===== src/rtl/lc3_pkg.sv =====
// Shared LC-3 constants for the operate-instruction sequencer: opcodes, ALU
// function codes, FSM state encoding and the condition-code helper.
package lc3_pkg;

  localparam logic [3:0] OP_ADD = 4'b0001;
  localparam logic [3:0] OP_AND = 4'b0101;
  localparam logic [3:0] OP_NOT = 4'b1001;

  typedef enum logic [1:0] {
    ALU_ADD  = 2'b00,
    ALU_AND  = 2'b01,
    ALU_NOT  = 2'b10,
    ALU_PASS = 2'b11
  } alu_op_e;

  typedef enum logic [1:0] {
    S_IDLE = 2'b00,
    S_READ = 2'b01,
    S_EXEC = 2'b10,
    S_WB   = 2'b11
  } state_e;

  // Condition codes are one-hot: negative wins on bit 15, zero otherwise checked.
  function automatic logic [2:0] nzp_of(input logic [15:0] value);
    if (value[15])          return 3'b100;
    else if (value == '0)   return 3'b010;
    else                    return 3'b001;
  endfunction

endpackage


===== src/rtl/lc3_op_decode.sv =====
// Combinational decode of LC-3 operate instructions (ADD, AND, NOT) into a
// legality flag and ALU controls.
module lc3_op_decode
  import lc3_pkg::*;
(
  input  logic [15:0] instr,
  output logic        legal,
  output alu_op_e     alu_opcode,
  output logic        sr2mux
);

  // NOTE: every output gets a default before the case so no path leaves a
  // signal unassigned, which would otherwise infer a latch.
  always_comb begin
    legal      = 1'b0;
    alu_opcode = ALU_PASS;
    sr2mux     = 1'b0;
    case (instr[15:12])
      OP_ADD: begin
        legal      = 1'b1;
        alu_opcode = ALU_ADD;
        sr2mux     = instr[5];
      end
      OP_AND: begin
        legal      = 1'b1;
        alu_opcode = ALU_AND;
        sr2mux     = instr[5];
      end
      OP_NOT: begin
        // NOT is only well-formed with all-ones in the low six bits.
        legal      = (instr[5:0] == 6'b111111);
        alu_opcode = ALU_NOT;
      end
      default: ;
    endcase
  end

endmodule


===== src/rtl/lc3_op_sequencer.sv =====
// Four-state sequencer for LC-3 operate instructions: fetch operands from an
// external register file, drive an external ALU, write back and set NZP.
module lc3_op_sequencer
  import lc3_pkg::*;
#(
  parameter logic [2:0] NZP_RST = 3'b010
) (
  input  logic        clk,
  input  logic        rst,
  input  logic        instr_valid,
  output logic        instr_ready,
  input  logic [15:0] instr,
  output logic [2:0]  sr1_addr,
  output logic [2:0]  sr2_addr,
  input  logic [15:0] sr1_data,
  input  logic [15:0] sr2_data,
  output logic [15:0] alu_operand0,
  output logic [15:0] alu_operand2,
  output logic [4:0]  alu_imm5,
  output logic        alu_sr2mux,
  output logic [1:0]  alu_opcode,
  input  logic [15:0] alu_result,
  output logic        rf_we,
  output logic [2:0]  rf_waddr,
  output logic [15:0] rf_wdata,
  output logic [2:0]  nzp,
  output logic        done,
  output logic        illegal
);

  state_e      state_q, state_d;
  logic [15:0] ir_q;
  logic [15:0] op_sr1_q, op_sr2_q, res_q;
  alu_op_e     alu_op_q;
  logic        sr2mux_q;
  logic [2:0]  nzp_q;

  logic        dec_legal;
  alu_op_e     dec_op;
  logic        dec_sr2mux;

  lc3_op_decode u_decode (
    .instr      (ir_q),
    .legal      (dec_legal),
    .alu_opcode (dec_op),
    .sr2mux     (dec_sr2mux)
  );

  always_comb begin
    state_d = state_q;
    case (state_q)
      S_IDLE: if (instr_valid) state_d = S_READ;
      S_READ: state_d = dec_legal ? S_EXEC : S_IDLE;
      S_EXEC: state_d = S_WB;
      S_WB:   state_d = S_IDLE;
      default: state_d = S_IDLE;
    endcase
  end

  // NOTE: sequential state uses non-blocking assignments so every register
  // samples the pre-edge values regardless of statement order.
  always_ff @(posedge clk) begin
    if (rst) begin
      state_q  <= S_IDLE;
      ir_q     <= '0;
      op_sr1_q <= '0;
      op_sr2_q <= '0;
      res_q    <= '0;
      alu_op_q <= ALU_PASS;
      sr2mux_q <= 1'b0;
      nzp_q    <= NZP_RST;
    end else begin
      state_q <= state_d;
      case (state_q)
        S_IDLE: if (instr_valid) ir_q <= instr;
        S_READ: if (dec_legal) begin
          // ALU controls are latched here and stay put until the next decode.
          op_sr1_q <= sr1_data;
          op_sr2_q <= sr2_data;
          alu_op_q <= dec_op;
          sr2mux_q <= dec_sr2mux;
        end
        S_EXEC: res_q <= alu_result;
        S_WB:   nzp_q <= nzp_of(res_q);
        default: ;
      endcase
    end
  end

  // NOT reads its source through the SR2 port because the ALU inverts that path.
  always_comb begin
    sr1_addr = '0;
    sr2_addr = '0;
    if (state_q == S_READ) begin
      sr1_addr = ir_q[8:6];
      sr2_addr = (dec_op == ALU_NOT) ? ir_q[8:6] : ir_q[2:0];
    end
  end

  assign instr_ready  = (state_q == S_IDLE);
  assign illegal      = (state_q == S_READ) && !dec_legal;
  assign rf_we        = (state_q == S_WB);
  assign done         = (state_q == S_WB);
  assign rf_waddr     = (state_q == S_WB) ? ir_q[11:9] : 3'd0;
  assign rf_wdata     = res_q;
  assign nzp          = nzp_q;
  assign alu_operand0 = op_sr2_q;
  assign alu_operand2 = op_sr1_q;
  assign alu_imm5     = ir_q[4:0];
  assign alu_sr2mux   = sr2mux_q;
  assign alu_opcode   = alu_op_q;

endmodule


===== config.mk =====
export PLATFORM = sky130hd
export DESIGN_NAME = lc3_op_sequencer
export DESIGN_NICKNAME = d
export VERILOG_FILES = /design/src/rtl/lc3_pkg.sv /design/src/rtl/lc3_op_decode.sv /design/src/rtl/lc3_op_sequencer.sv
export SDC_FILE = /design/constraint.sdc
export NUM_CORES = 1
export LEC_CHECK = 0
export ABC_AREA = 0
export BUFFER_PORTS_ARGS = -buffer_cell sky130_fd_sc_hd__buf_2
export CAP_MARGIN = 10
export CELL_PAD_IN_SITES_DETAIL_PLACEMENT = 0
export CELL_PAD_IN_SITES_GLOBAL_PLACEMENT = 2
export CORE_MARGIN = 5
export CORE_UTILIZATION = 24
export CTS_CLUSTER_SIZE = 28
export DETAILED_ROUTE_END_ITERATION = 6
export MAX_ROUTING_LAYER = met4
export PLACE_DENSITY = 0.78
export RECOVER_POWER = 100
export SKIP_LAST_GASP = 1
export SLEW_MARGIN = 20
export SYNTH_ARGS = -nofsm -noshare
export SYNTH_HDL_FRONTEND = slang
export SYNTH_SLANG_ARGS = --single-unit

===== constraint.sdc =====
create_clock -name clk -period 1.8 [get_ports clk]
set_input_delay 0 -clock clk [delete_from_list [all_inputs] [get_ports clk]]
set_output_delay 0 -clock clk [all_outputs]
set_load 0.03 [all_outputs]

==> flow_metrics.py <==
metrics = {
    "power_and_ir_drop": {
        "powerDensity_mw_per_mm2": 832,
        "power.leakage_nw": 1.72,
        "max-vdd-ir-drop_uv": 327,
        "finalPower_mw": 3.72,
    },
    "worst_setup_path": {
        "cp.required_ps": 1800,
        "crit_start": "state_q[0]$_SDFFE_PP0P_",
        "cp.buffers_inverters": 2,
        "cp-start-kind": "flip-flop",
        "cp-end-kind": "primary output",
        "cp_data_arrival_time_ps": 1670,
        "crit_path_cell_trace": "nor2b_4 -> buf_6 -> and2_1 -> clkbuf_2",
        "path_class": "reg -> out",
        "slowest_stage": "dfxtp_1",
        "path_delay_family": "flip-flops",
        "rr_startpoint": "ir_q[4]$_SDFFE_PP0P_",
        "crit_path_max_fanout": 23,
        "slowest_delay_ps": 490,
    },
    "sta": {
        "hold_viol": 0,
        "timing_max_transition_violations_final": 0,
        "final.setup.tns_ps": 0,
        "worst_slew_pin_slew_ps": 560,
        "finalSetupViolCount": 0,
        "min_period_ps": 1670,
        "max_freq_mhz": 598,
        "skew_ps": 4.53,
        "fin_crit_sh_pct": 92.9,
        "rsz0062_at_grt": "false",
        "slew-limit-headroom_pct": 62.7,
    },
    "yosys": {
        "yosysWarnings": 0,
        "syn-mean-instance-area_um2": 8.13,
        "yosys-top-cells-area": "dfxtp_1 (50%), a21oi_1 (12%), nand2_1 (8.9%)",
        "yosysMostFrequentCell": "dfxtp_1",
        "synthTopCellsByCount": "dfxtp_1 (72), nand2_1 (69), a21oi_1 (67)",
        "syn_inst": 357,
        "async_reset_ff_share_pct": 0,
        "synth_edf_count": 0,
        "ys.flop_type": "dfxtp_1",
        "syn-num-nets": 424,
        "synth_top_area_share_pct": 49.7,
        "ys_ff_latch": 72,
        "synthDistinctLibCells": 30,
        "synth_top_area_cell": "dfxtp_1",
        "synth_area_mm2": 0.00290,
        "seq_area_frac_synth_pct": 49.7,
    },
    "route": {
        "routed_wirelength_um": 9890,
        "wl_met1_um": 4350,
        "drtAntennaViolNets": 0,
        "drt_iter0_drc": 166,
        "met2_length_um": 4630,
        "wl_per_cell_um": 14.2,
        "dr.pass1.iters": 4,
        "drc_errors": 0,
        "dr_total_vias": 3159,
        "via_per_inst": 4.54,
        "top_layer": "met4",
        "wl_met3_um": 604,
    },
    "cells_and_area": {
        "fillers": 1274,
        "stdcell_area_mm2": 0.00448,
        "finalNetCount": 611,
        "multi_input_area_mm2": 0.00123,
        "regArea_mm2": 0.00144,
        "layout-drive-gt1-share_pct": 18.9,
        "diodes": 0,
        "area_delta_synth_final_pct": 54.2,
    },
    "placement": {
        "finalWeightedCongestion": 0.765,
        "portBuffers": 138,
        "placed_cell_area_mm2": 0.00363,
        "dpl.hpwl_um": 6640,
    },
    "cts": {
        "cts_sinks": 72,
        "clockBufferDepth": 2,
        "root_buffer": "clkbuf_16",
        "cts_made_buffers": 9,
        "htree_levels": 3,
        "insertion_delay_ps": 330,
        "path_clk_slew_ps": 60,
        "cts_tree": "yes",
    },
    "hold_path": {
        "worstHoldPathType": "in -> reg",
        "min_from": "rst",
    },
    "grt": {
        "gr-total-overflow": 0,
        "grt_max_degree": 39,
        "grtUsageTotal_pct": 14.2,
        "grt_pass1_wl_um": 16000,
        "grt_antenna_before_repair": 0,
        "grt_pass1_vias": 3302,
    },
    "flow_run": {
        "cap_violations": 0,
    },
    "floorplan": {
        "core_area_mm2": 0.0119,
        "num_io_pins": 139,
        "chipWidth_um": 120,
        "start_util_pct": 24.4,
        "die_y_um": 120,
        "rows": 40,
        "fp.dieArea_mm2": 0.0144,
    },
    "status": {
        "status": "finished, final reports clean",
    },
}
-- worst paths after layout --
check                                                endpoint  slack, ps  depth (start not counted)
worst min register to register          ir_q[11]$_SDFFE_PP0P_        450                          2
worst min-delay path                    ir_q[15]$_SDFFE_PP0P_        140                          2
worst max-delay path                              sr1_addr[1]        130                          4
worst max register to register  alu_operand2[14]$_SDFFE_PP0P_        200                          5
-- worst register-to-register path, stage by stage, from the launching register on --
cell,delay [ps]
dfxtp_1,340
and4_4,200
a41oi_2,170
buf_2,490
o21ai_0,160
a21oi_1,170
-- power by group --
| part | switching (mW) | internal [mW] | total, mW |
|---|---|---|---|
| registers | 0.0317 | 1.63 | 1.66 |
| logic | 0.247 | 0.212 | 0.459 |
| clock network | 0.642 | 0.960 | 1.60 |
-- logic make-up (layout without fill, tap and decap cells) --
group           after synthesis  count (layout)  synth area share, %
compound gates              105             105                 19.0
simple gates                136             136                 21.7
flops                        72              72                 49.7
mux                           4               4                 1.38
buf+inv                      40             232                 8.28
-- cells in the final DEF (no fill, tap or decap), drive strengths merged, types with 5 or more instances in the layout --
cell | synthesis | layout
a21oi | 67 | 67
and2 | 5 | 5
buf | 26 | 80
clkbuf | 13 | 82
dfxtp | 72 | 72
dlygate4sd3 | 0 | 65
nand2 | 69 | 69
nand3 | 33 | 33
nor2 | 12 | 12
o21ai | 33 | 33
-- cell type report --
type | instances | area share, %
flip-flops and latches | 72 | 32.2
repair buffers | 215 | 30.2
multi-input cells | 245 | 27.4
clock buffers | 12 | 5.51
well taps | 147 | 4.11
clock inverters | 4 | 0.447
inverters | 1 | 0.0839
-- metal layers --
metal	GRT usage, %	vias to the layer above
met5	-	-
met4	7.16	0
met3	3.02	21
met2	23.3	109
met1	16.3	1441
li1	-	1588
-- registers in the layout (all words and copies together) (netlist names), named ones only --
signal / cells
alu_operand0: 16
alu_operand2: 16
ir_q: 16
rf_wdata: 16
nzp: 3
alu_opcode: 2
alu_sr2mux: 1
state_q: 1
-- repair_timing --
item	CTS	global route
endpoints found under the hold margin	65	0
pin swaps	0	0
hold buffers	65	0
buffers inserted	0	0
setup endpoints to repair	3	4
resized for setup	1	2
-- through the flow --
stage | hold WS, ps | std cells | utilization, % | worst slack [ps]
finish | 140 | 696 | 37.6 | 128
floorplan | 136 | 357 | - | 159
global route | 159 | 696 | 37.6 | 0.984
global placement | 241 | 615 | 30.5 | 294
CTS | 134 | 696 | 38.2 | 36.3
detailed placement | 245 | 615 | 30.5 | 348
No activity file was read; power rests on OpenSTA's default activity.
